<file path="src/rtl/mem_access_if.sv">
// Bundle of request/response handshake and word-memory port signals for mem_access_unit.
// The slave side is the load/store unit; the master side is the datapath plus memory.
interface mem_access_if;
  logic        req_valid;
  logic        req_ready;
  logic        req_write;
  logic [2:0]  req_funct3;
  logic [31:0] req_addr;
  logic [31:0] req_wdata;
  logic        resp_valid;
  logic [31:0] resp_rdata;
  logic        resp_fault;
  logic [31:0] mem_addr;
  logic [31:0] mem_din;
  logic        mem_read;
  logic        mem_write;
  logic [31:0] mem_dout;

  modport slave (
    input  req_valid, req_write, req_funct3, req_addr, req_wdata, mem_dout,
    output req_ready, resp_valid, resp_rdata, resp_fault,
    output mem_addr, mem_din, mem_read, mem_write
  );

  modport master (
    output req_valid, req_write, req_funct3, req_addr, req_wdata, mem_dout,
    input  req_ready, resp_valid, resp_rdata, resp_fault,
    input  mem_addr, mem_din, mem_read, mem_write
  );
endinterface

</file>
<file path="src/rtl/mem_access_unit.sv">
// Load/store controller turning byte/half/word requests into whole-word memory accesses,
// with read-modify-write for sub-word stores and fault rejection at acceptance.
module mem_access_unit #(
  parameter int unsigned MEM_BYTES = 65536
) (
  input logic         clk,
  input logic         reset,
  mem_access_if.slave bus
);
  typedef enum logic [1:0] {IDLE, RD, WR, RESP} state_t;

  state_t      state, state_next;
  logic        write_q, fault_q;
  logic [2:0]  funct3_q;
  logic [31:0] addr_q, wdata_q, old_q;
  logic        illegal, misaligned, out_of_range, fault_now, accept;
  logic [31:0] shifted, load_val, store_val;

  always_comb begin
    illegal = 1'b0;
    case (bus.req_funct3)
      3'b000, 3'b001, 3'b010: illegal = 1'b0;
      3'b100, 3'b101:         illegal = bus.req_write;
      default:                illegal = 1'b1;
    endcase
    misaligned   = ((bus.req_funct3[1:0] == 2'b01) && bus.req_addr[0]) ||
                   ((bus.req_funct3[1:0] == 2'b10) && (bus.req_addr[1:0] != 2'b00));
    out_of_range = bus.req_addr >= MEM_BYTES;
    fault_now    = illegal || misaligned || out_of_range;
    accept       = bus.req_valid && reset && (state == IDLE);
  end

  always_ff @(posedge clk) begin
    if (!reset) begin
      state    <= IDLE;
      write_q  <= 1'b0;
      fault_q  <= 1'b0;
      funct3_q <= 3'b000;
      addr_q   <= 32'h0;
      wdata_q  <= 32'h0;
      old_q    <= 32'h0;
    end else begin
      state <= state_next;
      if (accept) begin
        write_q  <= bus.req_write;
        fault_q  <= fault_now;
        funct3_q <= bus.req_funct3;
        addr_q   <= bus.req_addr;
        wdata_q  <= bus.req_wdata;
      end
      if (state == RD) begin
        old_q <= bus.mem_dout;
      end
    end
  end

  // Lane extraction for loads and lane merge into the old word for sub-word stores.
  always_comb begin
    shifted = old_q >> {addr_q[1:0], 3'b000};
    case (funct3_q)
      3'b000:  load_val = {{24{shifted[7]}}, shifted[7:0]};
      3'b001:  load_val = {{16{shifted[15]}}, shifted[15:0]};
      3'b100:  load_val = {24'h0, shifted[7:0]};
      3'b101:  load_val = {16'h0, shifted[15:0]};
      default: load_val = old_q;
    endcase
    store_val = old_q;
    case (funct3_q[1:0])
      2'b00:   store_val[{addr_q[1:0], 3'b000} +: 8] = wdata_q[7:0];
      2'b01:   store_val[{addr_q[1], 4'b0000} +: 16] = wdata_q[15:0];
      default: store_val = wdata_q;
    endcase
  end

  always_comb begin
    state_next     = state;
    bus.req_ready  = 1'b0;
    bus.resp_valid = 1'b0;
    bus.resp_rdata = 32'h0;
    bus.resp_fault = 1'b0;
    bus.mem_addr   = 32'h0;
    bus.mem_din    = 32'h0;
    bus.mem_read   = 1'b0;
    bus.mem_write  = 1'b0;
    case (state)
      IDLE: begin
        bus.req_ready = 1'b1;
        if (accept) begin
          if (fault_now)
            state_next = RESP;
          else if (bus.req_write && (bus.req_funct3[1:0] == 2'b10))
            state_next = WR;
          else
            state_next = RD;
        end
      end
      RD: begin
        bus.mem_read = 1'b1;
        bus.mem_addr = {addr_q[31:2], 2'b00};
        state_next   = write_q ? WR : RESP;
      end
      WR: begin
        bus.mem_write = 1'b1;
        bus.mem_addr  = {addr_q[31:2], 2'b00};
        bus.mem_din   = store_val;
        state_next    = RESP;
      end
      RESP: begin
        bus.resp_valid = 1'b1;
        bus.resp_fault = fault_q;
        bus.resp_rdata = (write_q || fault_q) ? 32'h0 : load_val;
        state_next     = IDLE;
      end
      default: state_next = IDLE;
    endcase
    // Holding reset low silences every output immediately, not only after the next edge.
    if (!reset) begin
      state_next     = IDLE;
      bus.req_ready  = 1'b0;
      bus.resp_valid = 1'b0;
      bus.resp_rdata = 32'h0;
      bus.resp_fault = 1'b0;
      bus.mem_addr   = 32'h0;
      bus.mem_din    = 32'h0;
      bus.mem_read   = 1'b0;
      bus.mem_write  = 1'b0;
    end
  end
endmodule

</file>
<file path="src/flat_wrapper.sv">
// flat-port wrapper written by rule: the top's interface ports become plain ports
module mem_access_unit_flat 
#(
  parameter int unsigned MEM_BYTES = 65536
)
  (clk, reset, bus_req_valid, bus_req_write, bus_req_funct3, bus_req_addr, bus_req_wdata, bus_mem_dout, bus_req_ready, bus_resp_valid, bus_resp_rdata, bus_resp_fault, bus_mem_addr, bus_mem_din, bus_mem_read, bus_mem_write);
  mem_access_if bus_i ();
  input logic clk;
  input logic reset;
  input wire logic [$bits(bus_i.req_valid)-1:0] bus_req_valid;
  input wire logic [$bits(bus_i.req_write)-1:0] bus_req_write;
  input wire logic [$bits(bus_i.req_funct3)-1:0] bus_req_funct3;
  input wire logic [$bits(bus_i.req_addr)-1:0] bus_req_addr;
  input wire logic [$bits(bus_i.req_wdata)-1:0] bus_req_wdata;
  input wire logic [$bits(bus_i.mem_dout)-1:0] bus_mem_dout;
  output wire logic [$bits(bus_i.req_ready)-1:0] bus_req_ready;
  output wire logic [$bits(bus_i.resp_valid)-1:0] bus_resp_valid;
  output wire logic [$bits(bus_i.resp_rdata)-1:0] bus_resp_rdata;
  output wire logic [$bits(bus_i.resp_fault)-1:0] bus_resp_fault;
  output wire logic [$bits(bus_i.mem_addr)-1:0] bus_mem_addr;
  output wire logic [$bits(bus_i.mem_din)-1:0] bus_mem_din;
  output wire logic [$bits(bus_i.mem_read)-1:0] bus_mem_read;
  output wire logic [$bits(bus_i.mem_write)-1:0] bus_mem_write;
  assign bus_i.req_valid = bus_req_valid;
  assign bus_i.req_write = bus_req_write;
  assign bus_i.req_funct3 = bus_req_funct3;
  assign bus_i.req_addr = bus_req_addr;
  assign bus_i.req_wdata = bus_req_wdata;
  assign bus_i.mem_dout = bus_mem_dout;
  assign bus_req_ready = bus_i.req_ready;
  assign bus_resp_valid = bus_i.resp_valid;
  assign bus_resp_rdata = bus_i.resp_rdata;
  assign bus_resp_fault = bus_i.resp_fault;
  assign bus_mem_addr = bus_i.mem_addr;
  assign bus_mem_din = bus_i.mem_din;
  assign bus_mem_read = bus_i.mem_read;
  assign bus_mem_write = bus_i.mem_write;
  mem_access_unit #(.MEM_BYTES(MEM_BYTES)) u_core (.clk(clk), .reset(reset), .bus(bus_i));
endmodule
</file>
<file path="config.mk">
export PLATFORM = sky130hd
export DESIGN_NAME = mem_access_unit_flat
export DESIGN_NICKNAME = d
export VERILOG_FILES = /design/src/rtl/mem_access_if.sv /design/src/rtl/mem_access_unit.sv /design/src/flat_wrapper.sv
export SDC_FILE = /design/constraint.sdc
export NUM_CORES = 1
export LEC_CHECK = 0
export ABC_AREA = 1
export CAP_MARGIN = 20
export CORE_ASPECT_RATIO = 0.8
export CORE_MARGIN = 2
export CORE_UTILIZATION = 46
export DETAILED_ROUTE_END_ITERATION = 10
export PLACE_DENSITY_LB_ADDON = 0.08
export SLEW_MARGIN = 10
export SYNTH_ARGS = -nofsm -noshare
export SYNTH_HDL_FRONTEND = slang
export SYNTH_SLANG_ARGS = --single-unit
</file>
<file path="constraint.sdc">
create_clock -name clk -period 2.8 [get_ports clk]
set_clock_uncertainty 0.2 [all_clocks]
set_input_delay 0.42 -clock clk [delete_from_list [all_inputs] [get_ports clk]]
set_output_delay 0.42 -clock clk [all_outputs]
set_load 0.05 [all_outputs]
</file>
* Word level (Yosys, flattened, before mapping) *
Index checks and enable logic that the tools add are counted.

word-level totals
  bits in registers = 103
  input bits = 103

cells by class
  mux-type cells = 27
  equal/unequal tests = 14
  add/sub/neg operators = 2
  reductions and logical operators = 17
  shifts and indexed selects = 5
  order comparisons = 1

operators with widths
  operator                   number
  $mux W32                   7
  $pmux W32 S4               1
  $bwmux W32                 2
  $pmux W32 S2               1
  $ge A32 B17 Y1 const B     1
  $shift A16 B7 Y32 const A  1
  $shift A8 B7 Y32 const A   1
  $shiftx A16 B7 Y32         1
  $shiftx A8 B7 Y32          1
  $shr A32 B5 Y16            1
  $neg A5 Y7                 2
  $eq A3 B3 Y1 const B       4
  $mux W1                    11
  $pmux W2 S4                1
  $eq A2 B1 Y1 const B       3
  $eq A2 B2 Y1 const B       3
  $eq A3 B1 Y1 const B       2
  $logic_not A3 Y1           2
  $mux W2                    3
  $logic_and A1 B1 Y1        5
  $logic_not A2 Y1           2
  $logic_or A1 B1 Y1         4
  $reduce_or A2 Y1           2
  $eq A3 B2 Y1 const B       1
  other kinds (4)            4

* Depth between registers and ports, before layout *
  depth after elaboration = 8
  depth in mapped cells = 11
  depth with buffers taken out = 9

* Least setup slack after synthesis *
No wires, ideal clock.

  path type = register to output
  start = register u_core.addr_q[0]
  end = output port bus_mem_din[0]
  stages on the path, launching flop included = 11
  arrival time = 2673 ps
  required time = 2180 ps
  setup slack = -493 ps
  path buffers = 3
  cells stage by stage = dfxtp_1 buf_4 inv_4 clkbuf_1 ha_1 clkbuf_1 nor2_1 nand3_1 o211ai_1 o211ai_1 a21oi_1

on the way
  longest elaborated chain between the ends = 6
  elaborated cells on any way between the ends = 7

ends and longest elaborated chain
  element                                                       RTL line                source
  start, declared                                               mem_access_unit.sv:15   logic [31:0] addr_q, wdata_q, old_q;
  start signal, assigned                                        mem_access_unit.sv:48   addr_q <= bus.req_addr;
  $neg A5 Y7 *                                                  mem_access_unit.sv:69   2'b00: store_val[{addr_q[1:0], 3'b000} +: 8] = wdata_q[7:0];
  $shiftx A8 B7 Y32 / $shift A8 B7 Y32 (equally long branches)  mem_access_unit.sv:69
  $bwmux W32 *                                                  mem_access_unit.sv:69
  $pmux W32 S2 *                                                mem_access_unit.sv:68   case (funct3_q[1:0])
  $mux W32 *                                                    mem_access_unit.sv:85   case (state)
  $mux W32 *                                                    mem_access_unit.sv:117  if (!reset) begin
  end, declared                                                 flat_wrapper.sv:21      output wire logic [$bits(bus_i.mem_din)-1:0] bus_mem_din;

Every way passes the cells marked *; elsewhere a longest branch is shown, timed or not.

* Final worst setup path *
  start = register u_core.addr_q[1]
  end = output port bus_mem_din[25]

on the way
  longest elaborated chain between the ends = 6
  elaborated cells on any way between the ends = 11

ends and longest elaborated chain
  element                                           RTL line                                      source
  $neg A5 Y7 (on tied branches)                     mem_access_unit.sv:70, mem_access_unit.sv:69
  $shiftx A16 B7 Y32, or another cell as far along  mem_access_unit.sv:70                         2'b01: store_val[{addr_q[1], 4'b0000} +: 16] = wdata_q[15:0];
  $bwmux W32 (on tied branches)                     mem_access_unit.sv:70, mem_access_unit.sv:69
  $pmux W32 S2 *                                    mem_access_unit.sv:68
  $mux W32 *                                        mem_access_unit.sv:85
  $mux W32 *                                        mem_access_unit.sv:117

Marks and branches as above.

==> implementation parameters <==
Parameter                              Value

STA
  Fin. Hold Viols    0
  Final critical delay including setup and external delays    2.74 ns
  Pins Over Slew Limit    0
  Final total negative setup slack    0 ns
  Final worst hold slack    between 0.2 and 0.3 ns
  Crit share post-route    98.0%
  Highest Clock Rate    365 MHz
  Endpoints failing setup    0

Synthesis
  Number of synthesized register bits    just over 100
  Number of standard cells after synthesis    931
  Mean cell area of the mapped netlist    6.45 sq um
  Post-synthesis cell type count    29
  YS warnings    0
  Post-synthesis instance area    between 6000 and 7000 sq um
  Sequential cell area fraction in the yosys report    34.3%

Pwr
  Static leakage    3.62 nW
  VDD IR max    0.485 mV
  Pwr Density    773 nW/um^2

Detailed routing
  Vias after detailed routing    just over 7000
  DRT Wirelength    approximately 22000 microns
  Count of routing violations after the opening detailed-route iteration    roughly 740
  Average wire per cell in the routed design    ~17 microns
  Post-detailed-route count of antenna-violating nets    0
  Routed via count divided by cell count    approximately 5.5
  First-pass iteration count of the detailed router    6
  DRC    0

Cells and area
  Post-synthesis to final-layout area growth    52.1%
  Leading cell type in the layout, fill and taps excluded    nand2_1
  Final std cell area, no fill    9140 sq um
  Final antenna diode count    0
  Fill cells    roughly 1100
  Most used cells in the layout excluding fill and tap cells    nand2_1 (166), o21ai_0 (144), clkdlybuf4s50_1 (101)
  Footprint of the multi-input gates    3540 sq um
  Post-route core utilization    71.2%
  Share of cells above drive strength 1    approximately a fifth
  Fin nets    1213
  Storage cell area    around 2100 sq um

Setup path
  Crit path max-delay family    compound AO/OA/AOI/OAI gates
  Kind of critical path    flip-flop to output pin
  Crit path buffers/inverters    3
  Setup crit end kind    output pin
  CP max stage cell    o21ai_0
  Dominant cell type by count on the critical path    buf_4
  Critical Path AT    2.12 ns
  Slowest stage delay, CP    0.41 ns
  CP Launch Type    flip-flop
  Largest fanout on the critical path    9
  Required time at the endpoint of the critical path    2.18 ns
  Cell Chain, Critical Path    inv_4 > buf_4 > nand2_1 > o21ai_0 > a21oi_1 > a21oi_2 > buf_4

Floorplanning
  Die outline area    14000 sq um
  Count of standard-cell rows    37
  Starting density of the core    46.8%
  Core Area    12800 sq um
  Die height    106 microns
  # IOs    204
  Die width    between 100 and 150 microns

Placed design
  Post-detailed-placement cell area    8760 sq um
  Number of buffers added on ports    201
  Final RePlAce weighted congestion    just under 1
  Half-perimeter wire length after detailed placement    16200 microns

Worst hold path
  Path category of the worst min-delay check    flip-flop to flip-flop

Clocking
  Maximum clock insertion buffer count    2
  Clock latency reported for the late side of the worst-skew pair    about 0.35 ns
  Clock buffers created by TritonCTS    9
  Number of sinks handled by clock tree synthesis    103
  Hold buffers post-CTS    0
  CTS tree    done
  Root buf cell    clkbuf_16
  Count of H-tree levels built during CTS    3
  Post-CTS setup buffer count    0
  Clock transition at the registers of the reported paths    approximately 0.08 ns

Global routing
  Total grt overflow    0
  Via count of the first global-routing pass    roughly 6400
  Number of antenna violations at the first check in global routing    0
  Global routing usage summed across all routing layers    slightly above 30%
  First-pass GRT wire length    about 34000 microns
  Pin count of the biggest net entering global routing    103

Run
  Max capacitance violation total    0

Outcome
  Run status    complete, no violations
## per-stage QoR
| step | cells | total power (W) | setup WS [ns] |
|---|---|---|---|
| detailed placement | 1263 | 0.00567 | 0.310 |
| floorplan | 932 | 0.00440 | -0.197 |
| global route | 1280 | 0.00745 | -0.0101 |
| finish | 1280 | 0.00706 | 0.0573 |
| global placement | 1263 | 0.00566 | 0.330 |
| CTS | 1279 | 0.00693 | -0.0374 |
## cell type report
cell class / instances / share of cell area [%]
Inverter: 87 / 3.66
Clock inverter: 6 / 0.534
Timing Repair Buffer: 225 / 29.4
Clock buffer: 10 / 2.62
Tap cell: 175 / 2.40
Multi-Input combinational cell: 674 / 38.7
Sequential cell: 103 / 22.6
## what timing repair did
item	CTS	global route
pin swaps	0	2
gates resized for setup	2	25
gates cloned	0	1
endpoints found under the setup margin	14	47
## where the power goes
| group | internal (W) | leakage, nW | total (W) | switching [W] |
|---|---|---|---|---|
| logic | 0.00117 | 2.63 | 0.00349 | 0.00232 |
| registers | 0.00187 | 0.847 | 0.00232 | 0.000454 |
| clock network | 0.000642 | 0.144 | 0.00125 | 0.000608 |
| total | 0.00368 | 3.62 | 0.00706 | 0.00338 |
## tightest hold or removal path: stages (launching register included)
cell     delay (ns)
dfxtp_1        0.31
nand2_1        0.05
o21ai_0        0.07
## metal layers
layer | routed length, microns | GRT usage [%] | vias to the layer above
li1 | - | - | 3438
met1 | 9390 | 43.3 | 3184
met2 | 9200 | 44.7 | 399
met3 | 2990 | 9.68 | 45
met4 | 376 | 7.45 | 0
met5 | 0 | 0 | -
## cell families (layout without fill, tap and decap cells)
kind of cell,after synthesis,count (layout),share of synthesized area (%)
AND/OR/NAND/NOR,333,334,22.8
AO/OA/AOI/OAI,328,328,30.1
buffers and inverters,156,328,10.6
flip-flops,103,103,34.3
adder cells (fa/ha/maj),10,10,2.08
other,1,2,0.0625
## final timing paths
check / slack (ns) / start / to / cells after the start
worst max-delay path: 0.06 / u_core.addr_q[1]$_SDFFE_PN0P_ / bus_mem_din[25] / 7
worst min register to register: 0.28 / u_core.wdata_q[28]$_SDFFE_PN0P_ / u_core.wdata_q[28]$_SDFFE_PN0P_ / 2
worst min-delay path: 0.28 / u_core.wdata_q[28]$_SDFFE_PN0P_ / u_core.wdata_q[28]$_SDFFE_PN0P_ / 2
worst max register to register: 0.78 / u_core.state[1]$_SDFFE_PN0P_ / u_core.old_q[14]$_SDFFE_PN0N_ / 6
## cell usage after synthesis (all sizes together)
cell type	number	area, sq um
nand3	31	155
o211ai	26	195
a21oi	94	470
clkinv	2	7.51
a22oi	9	67.6
o31ai	19	143
a31oi	2	12.5
buf	33	173
nand2	169	639
conb	1	3.75
clkbuf	36	135
inv	85	324
a21boi	1	7.51
nor2	133	572
dfxtp	103	2060
o21ai	159	800
ha	10	125
o22ai	18	113
## sequential cells by signal, summed over array words and instances (netlist names)
signal / flops
u_core.state: 2
u_core.wdata_q: 32
u_core.fault_q: 1
u_core.old_q: 32
u_core.write_q: 1
u_core.addr_q: 32
u_core.funct3_q: 3
No activity file was read; power rests on OpenSTA's default activity.
